$ cat src/rtl/sync_debounce_pkg.sv
// rtl/sync_debounce_pkg.sv - shared state encoding and parameter limits for sync_debounce
package sync_debounce_pkg;

    typedef logic [1:0] state_t;

    // Bit 1 of the state is the debounced level and bit 0 marks qualification.
    localparam state_t ST_LO     = 2'd0;
    localparam state_t ST_CHK_HI = 2'd1;
    localparam state_t ST_HI     = 2'd2;
    localparam state_t ST_CHK_LO = 2'd3;

    localparam int MIN_SYNC_STAGES     = 2;
    localparam int MIN_DEBOUNCE_CYCLES = 1;

endpackage

$ cat src/rtl/sync_chain.sv
// rtl/sync_chain.sv - N-stage flop synchronizer with synchronous active-low reset to 0
module sync_chain #(
    parameter int N = 2
) (
    input  logic clk,
    input  logic rst_n,
    input  logic d,
    output logic q
);

    logic [N-1:0] stage_q;
    logic [N-1:0] stage_d;

    always_comb begin
        stage_d = {stage_q[N-2:0], d};
    end

    always_ff @(posedge clk) begin
        if (!rst_n) begin
            stage_q <= '0;
        end else begin
            stage_q <= stage_d;
        end
    end

    assign q = stage_q[N-1];

endmodule

$ cat src/rtl/sync_debounce.sv
// rtl/sync_debounce.sv - synchronizer plus debounce FSM with rise/fall pulses; EDGE_CNT_EN adds edge_cnt
module sync_debounce
    import sync_debounce_pkg::*;
#(
    parameter int SYNC_STAGES     = 2,
    parameter int DEBOUNCE_CYCLES = 4,
    parameter int CNT_W           = 8
) (
    input  logic             clk,
    input  logic             rst_n,
    input  logic             din,
    output logic             q,
    output logic             rise,
    output logic             fall,
    output logic             busy
`ifdef EDGE_CNT_EN
    ,
    output logic [CNT_W-1:0] edge_cnt
`endif
);

    localparam int CNT_BITS = $clog2(DEBOUNCE_CYCLES + 1);
    localparam logic [CNT_BITS-1:0] CNT_LAST = CNT_BITS'(DEBOUNCE_CYCLES - 1);
    localparam logic [CNT_BITS-1:0] CNT_ONE  = CNT_BITS'(1);

    if (SYNC_STAGES < MIN_SYNC_STAGES) begin : g_bad_sync
        $error("sync_debounce: SYNC_STAGES below minimum");
    end
    if (DEBOUNCE_CYCLES < MIN_DEBOUNCE_CYCLES) begin : g_bad_deb
        $error("sync_debounce: DEBOUNCE_CYCLES below minimum");
    end
    if (CNT_W < 1) begin : g_bad_cnt
        $error("sync_debounce: CNT_W must be at least 1");
    end

    logic s;

    sync_chain #(
        .N (SYNC_STAGES)
    ) u_sync (
        .clk   (clk),
        .rst_n (rst_n),
        .d     (din),
        .q     (s)
    );

    state_t              state_q, state_d;
    logic [CNT_BITS-1:0] cnt_q, cnt_d;
    logic                rise_q, rise_d;
    logic                fall_q, fall_d;

    always_comb begin
        state_d = state_q;
        cnt_d   = cnt_q;
        rise_d  = 1'b0;
        fall_d  = 1'b0;
        case (state_q)
            ST_LO: begin
                if (s) begin
                    if (DEBOUNCE_CYCLES == 1) begin
                        state_d = ST_HI;
                        rise_d  = 1'b1;
                    end else begin
                        state_d = ST_CHK_HI;
                        cnt_d   = CNT_ONE;
                    end
                end
            end
            ST_CHK_HI: begin
                if (!s) begin
                    state_d = ST_LO;
                    cnt_d   = '0;
                end else if (cnt_q == CNT_LAST) begin
                    state_d = ST_HI;
                    rise_d  = 1'b1;
                    cnt_d   = '0;
                end else begin
                    cnt_d = cnt_q + CNT_ONE;
                end
            end
            ST_HI: begin
                if (!s) begin
                    if (DEBOUNCE_CYCLES == 1) begin
                        state_d = ST_LO;
                        fall_d  = 1'b1;
                    end else begin
                        state_d = ST_CHK_LO;
                        cnt_d   = CNT_ONE;
                    end
                end
            end
            default: begin
                if (s) begin
                    state_d = ST_HI;
                    cnt_d   = '0;
                end else if (cnt_q == CNT_LAST) begin
                    state_d = ST_LO;
                    fall_d  = 1'b1;
                    cnt_d   = '0;
                end else begin
                    cnt_d = cnt_q + CNT_ONE;
                end
            end
        endcase
    end

    always_ff @(posedge clk) begin
        if (!rst_n) begin
            state_q <= ST_LO;
            cnt_q   <= '0;
            rise_q  <= 1'b0;
            fall_q  <= 1'b0;
        end else begin
            state_q <= state_d;
            cnt_q   <= cnt_d;
            rise_q  <= rise_d;
            fall_q  <= fall_d;
        end
    end

    assign q    = state_q[1];
    assign busy = state_q[0];
    assign rise = rise_q;
    assign fall = fall_q;

`ifdef EDGE_CNT_EN
    logic [CNT_W-1:0] edge_cnt_q, edge_cnt_d;

    // Counts on rise_d so the count updates on the same edge rise goes high.
    always_comb begin
        edge_cnt_d = edge_cnt_q;
        if (rise_d) begin
            edge_cnt_d = edge_cnt_q + CNT_W'(1);
        end
    end

    always_ff @(posedge clk) begin
        if (!rst_n) begin
            edge_cnt_q <= '0;
        end else begin
            edge_cnt_q <= edge_cnt_d;
        end
    end

    assign edge_cnt = edge_cnt_q;
`endif

endmodule

$ cat config.mk
export PLATFORM = sky130hd
export DESIGN_NAME = sync_debounce
export DESIGN_NICKNAME = d
export VERILOG_FILES = /design/src/rtl/sync_debounce_pkg.sv /design/src/rtl/sync_chain.sv /design/src/rtl/sync_debounce.sv
export SDC_FILE = /design/constraint.sdc
export NUM_CORES = 1
export LEC_CHECK = 0
export ABC_AREA = 1
export CORE_AREA = 4 4 41 43
export CTS_CLUSTER_SIZE = 12
export DETAILED_ROUTE_END_ITERATION = 8
export DIE_AREA = 0 0 45 47
export PLACE_DENSITY_LB_ADDON = 0.08
export RECOVER_POWER = 100
export SLEW_MARGIN = 0
export SYNTH_ARGS = -nofsm -noshare
export SYNTH_HDL_FRONTEND = slang
export SYNTH_SLANG_ARGS = --single-unit
$ cat constraint.sdc
create_clock -name clk -period 1.3 [get_ports clk]
set_input_delay 0.39 -clock clk [delete_from_list [all_inputs] [get_ports clk]]
set_output_delay 0.39 -clock clk [all_outputs]
set_load 0.005 [all_outputs]
### After elaboration in Yosys (flattened, before gate mapping)

Cells that the tools add are included.
Widths: inputs -> output; s select.

* register bits: 9
* input port bits: 3
* output and inout bits: 4

* add/subtract/negate cells: 1
* equality and inequality tests: 6
* mux-type cells: 14
* bitwise logic cells: 1
* reductions and logical operators: 6

Operators by type and width (number)
* $mux 3: 5
* $mux 2: 6
* $pmux 3 s3: 1
* $pmux 2 s3: 1
* $reduce_or 5->1: 1
* $reduce_and 4->1: 1
* $reduce_bool 4->1: 1
* $add 3x1->3 const B: 1
* $eq 3x2->1 const B: 1
* $ne 3x3->1 const B: 1
* $reduce_and 3->1: 1
* $eq 2x1->1 const B: 1
* $eq 2x2->1 const B: 1
* $logic_not 2->1: 1
* $ne 2x1->1 const B: 1
* $ne 2x2->1 const B: 1
* $reduce_and 2->1: 1
* $mux 1: 1
* $not 1->1: 1

### Longest topological paths before layout

* depth in word-level cells: 4
* depth in mapped cells: 8
* depth with buffers taken out: 8

### Cells and area by module

From an unflattened synthesis, not the netlist that was laid out.

* cell total of the unflattened synthesis: 62
* area, all modules: 449.2 µm²

By module, submodules not included
* sync_debounce: instances 1, cells each 56, area an instance 394.1 µm², seq. area each 140.1 µm²
* sync_chain: instances 1, cells each 6, area an instance 55.1 µm², seq. area each 40.0 µm²

### Least setup slack after synthesis

No wires, ideal clock.

* path kind: reg-to-reg
* start: reg cnt_q[0]
* end: reg with a tool-made name
* library setup time: 0.062 ns
* arrival time: 0.941 ns
* required time: 1.238 ns
* path slack: 0.298 ns
* stages on the path, launching flop included: 9
* buffers on the path: 0
* path through: dfxtp_1 > ha_1 > inv_1 > nor2_1 > nor2_1 > nand2_1 > nand2_1 > nand2_1 > nor2_2

RTL lines
* start, declared: line sync_debounce.sv:48 `logic [CNT_BITS-1:0] cnt_q, cnt_d;`
* start signal, assigned: line sync_debounce.sv:115 `cnt_q <= cnt_d;`

### Final worst setup path

* start: reg state_q[0]
* end: out busy

RTL lines
* start, declared: line sync_debounce.sv:47 `state_t state_q, state_d;`
* start signal, assigned: line sync_debounce.sv:114 `state_q <= state_d;`
* end, declared: line sync_debounce.sv:15 `output logic busy`

No word-level cell between the ends.

==> results.cfg <==
[logic_synthesis]
syn_nets = 52
synth_cell_types = 16
yosys_register_bits = 9
synth_area_per_cell_um2 = 7.79
netlist_area_um2 = 374
synth.yosys.seq_area_share_pct = 48.2
ys_warn_count = 0
syn_inst = 48

[run_status]
status = finished clean

[critical_path]
crit_arrival_ns = 0.84
crit_family = flip-flops
r2r-start = cnt_q[0]$_SDFFE_PN0P_
path_buf_inv = 1
cp_max_fo = 2
cp_slowest_cell = dfxtp_1
worstPathRequired_ns = 0.91
startpoint_type = flop
setup.worst_path.end_class = output pin
rr_worst_depth = 8
cp_cell_sequence = dlygate4sd2_1
slowest_delay_ns = 0.31
ff2ff_setup_slack_ns = 0.15
path_class = reg2out

[min_path]
min_to = u_sync.stage_q[1]$_SDFF_PN0_
holdCritStartpoint = u_sync.stage_q[0]$_SDFF_PN0_
hold_depth = 2
hold_class = reg2reg

[floorplan]
core_area_um2 = 1300
io_pins = 7
start_util_pct = 28.8
die_y_um = 47
die_area_um2 = 2120
dieWidth_um = 45
rows = 13

[cts]
clk_pin_slew_ns = 0.07
cts_tree = done
holdBufCountCts = 0
clock_latency_ns = 0.27
h-tree-depth = 1
cts_num_sinks = 9
post_cts_buffers = 0
numCtsBuffers = 3
ctsResizeCount = 4
cts.path.max_buffers = 2
cts_root_buf = clkbuf_4

[timing]
fin_setup_tns_ns = 0
tightestPinTransition_ns = 0.202
setup_ws_ns = 0.0696
setup_viol_count_final = 0
whs_ns = 0.411
slew_headroom_pct = 86.4
rsz0062_at_grt = no
timing.fmax_mhz = 813
finalCriticalPeriod_ns = 1.23
layout_worst_path_cycle_share_pct = 94.6
hold_viol_final = 0
finalClockSkew_ns = 0.00745
slew_violations = 0

[placement]
gp_congestion = 0.764
pre_cts_slack_ns = -0.0167
dp_hpwl_um = 518
io_buffers = 6
dpl.cell_count = 73

[cells_and_area]
fin_util_pct = 38.2
drive_above_1_share_pct = 17.7
antennaDiodeCount = 0
nets = 67
syn2layout_area_growth_pct = 32.8
fin_cells = 77

[routing]
dr.max_layer_used = met4
wl_met1_um = 331
viasPerCell = 4.43
wl_per_cell_um = 9.03
drt-total-wl_um = 695
dr_total_vias = 341
wl_met2_um = 283
drt_pass1_iterations = 4
ant_nets = 0
drc = 0
drt_iter0_markers = 13
met3WireLength_um = 47

[power_and_ir_drop]
ir_worst_vdd_uv = 400
p_leak_nw = 0.238
power_density_nw_per_um2 = 1150

[global_routing]
grt_pass1_wl_um = 1190
grt_pass1_vias = 290
grt_overflow = 0
grt_usage_pct = 8.56
antenna_found_initial = 0
grt_max_degree = 10

[flow_run]
cap_violations = 0
-- synth_stat cells --
master | number | area share (%)
nand4_1 | 1 | 1.7
nand3_1 | 3 | 4.0
a21oi_1 | 2 | 2.7
o21ai_1 | 1 | 1.3
nor2_1 | 7 | 7.0
dfxtp_1 | 9 | 48
inv_1 | 8 | 8.0
nand2_4 | 1 | 3.0
inv_2 | 1 | 1.0
o211ai_1 | 1 | 2.0
a21oi_2 | 1 | 2.3
nor2_2 | 1 | 1.7
ha_1 | 1 | 3.3
nand2_2 | 2 | 3.3
nand2_1 | 7 | 7.0
nor4_1 | 2 | 3.3
-- worst max-delay path by stage --
| stage | end | startpoint | cells after the start | slack (ns) |
|---|---|---|---|---|
| 3_5_place_dp | fall$_SDFF_PP0_ | rst_n | 3 | -0.02 |
| 5_1_grt | flop | cnt_q[0]$_SDFFE_PN0P_ | 8 | 0.03 |
| 3_3_place_gp | rise$_SDFF_PN0_ | rst_n | 3 | 0.0009 |
| 2_1_floorplan | flop | cnt_q[0]$_SDFFE_PN0P_ | 8 | 0.30 |
| 6_report | busy | state_q[0]$_SDFFE_PN0P_ | 1 | 0.07 |
| 4_1_cts | busy | state_q[0]$_SDFFE_PN0P_ | 1 | 0.06 |
-- area by class of cell --
class / count / area [µm²]
Multi-Input combinational cell: 30 / 160
Timing Repair Buffer: 10 / 77.6
Tap cell: 15 / 18.8
Clock buffer: 4 / 26.3
Sequential cell: 9 / 180
Inverter: 9 / 33.8
Fill cell: 153 / 805
-- routing by layer --
layer | GRT usage, % | vias to the layer above
met5 | 0 | -
met4 | 10.5 | 0
met3 | 3.45 | 3
met2 | 10.2 | 10
met1 | 10.3 | 148
li1 | - | 180
-- power by group --
group	switching [W]	internal, W
registers	0.00000471	0.000285
clock network	0.000107	0.000119
logic	0.0000324	0.0000251
total	0.000144	0.000428
-- cell families (layout without fill, tap and decap cells) --
group,after synthesis,in the layout,synth area share (%)
flip-flops,9,9,48.2
AO/OA/AOI/OAI,5,5,8.36
AND/OR/NAND/NOR,24,24,31.1
adder cells (fa/ha/maj),1,1,3.34
buffers and inverters,9,23,9.03
-- cells in the final DEF, fill, tap and decap left out --
cell type	instances
clkbuf_4	3
o21ai_0	1
dlygate4sd2_1	4
nand2_1	7
nor2_1	7
nor4_1	2
clkdlybuf4s50_1	1
inv_2	1
nor2_2	1
a21oi_1	2
nand2_4	1
a21oi_2	1
nand3_1	3
o211ai_1	1
clkbuf_1	3
buf_4	2
ha_1	1
nand4_1	1
inv_1	8
nand2_2	2
dlygate4sd3_1	1
dfxtp_1	9
-- per-stage QoR --
step	total power [W]	cell area [µm²]
floorplan	0.000329	374
global placement	0.000361	483
detailed placement	0.000359	483
CTS	0.000585	504
global route	0.000603	497
finish	0.000573	497
-- worst register-to-register path, delay by kind of cell, from the launching register on --
family	cells	cell delay, ns
simple gates	6	0.48
flops	1	0.33
fa+ha+maj	1	0.21
buf+inv	1	0.07
(Power assumes the default switching activity.)
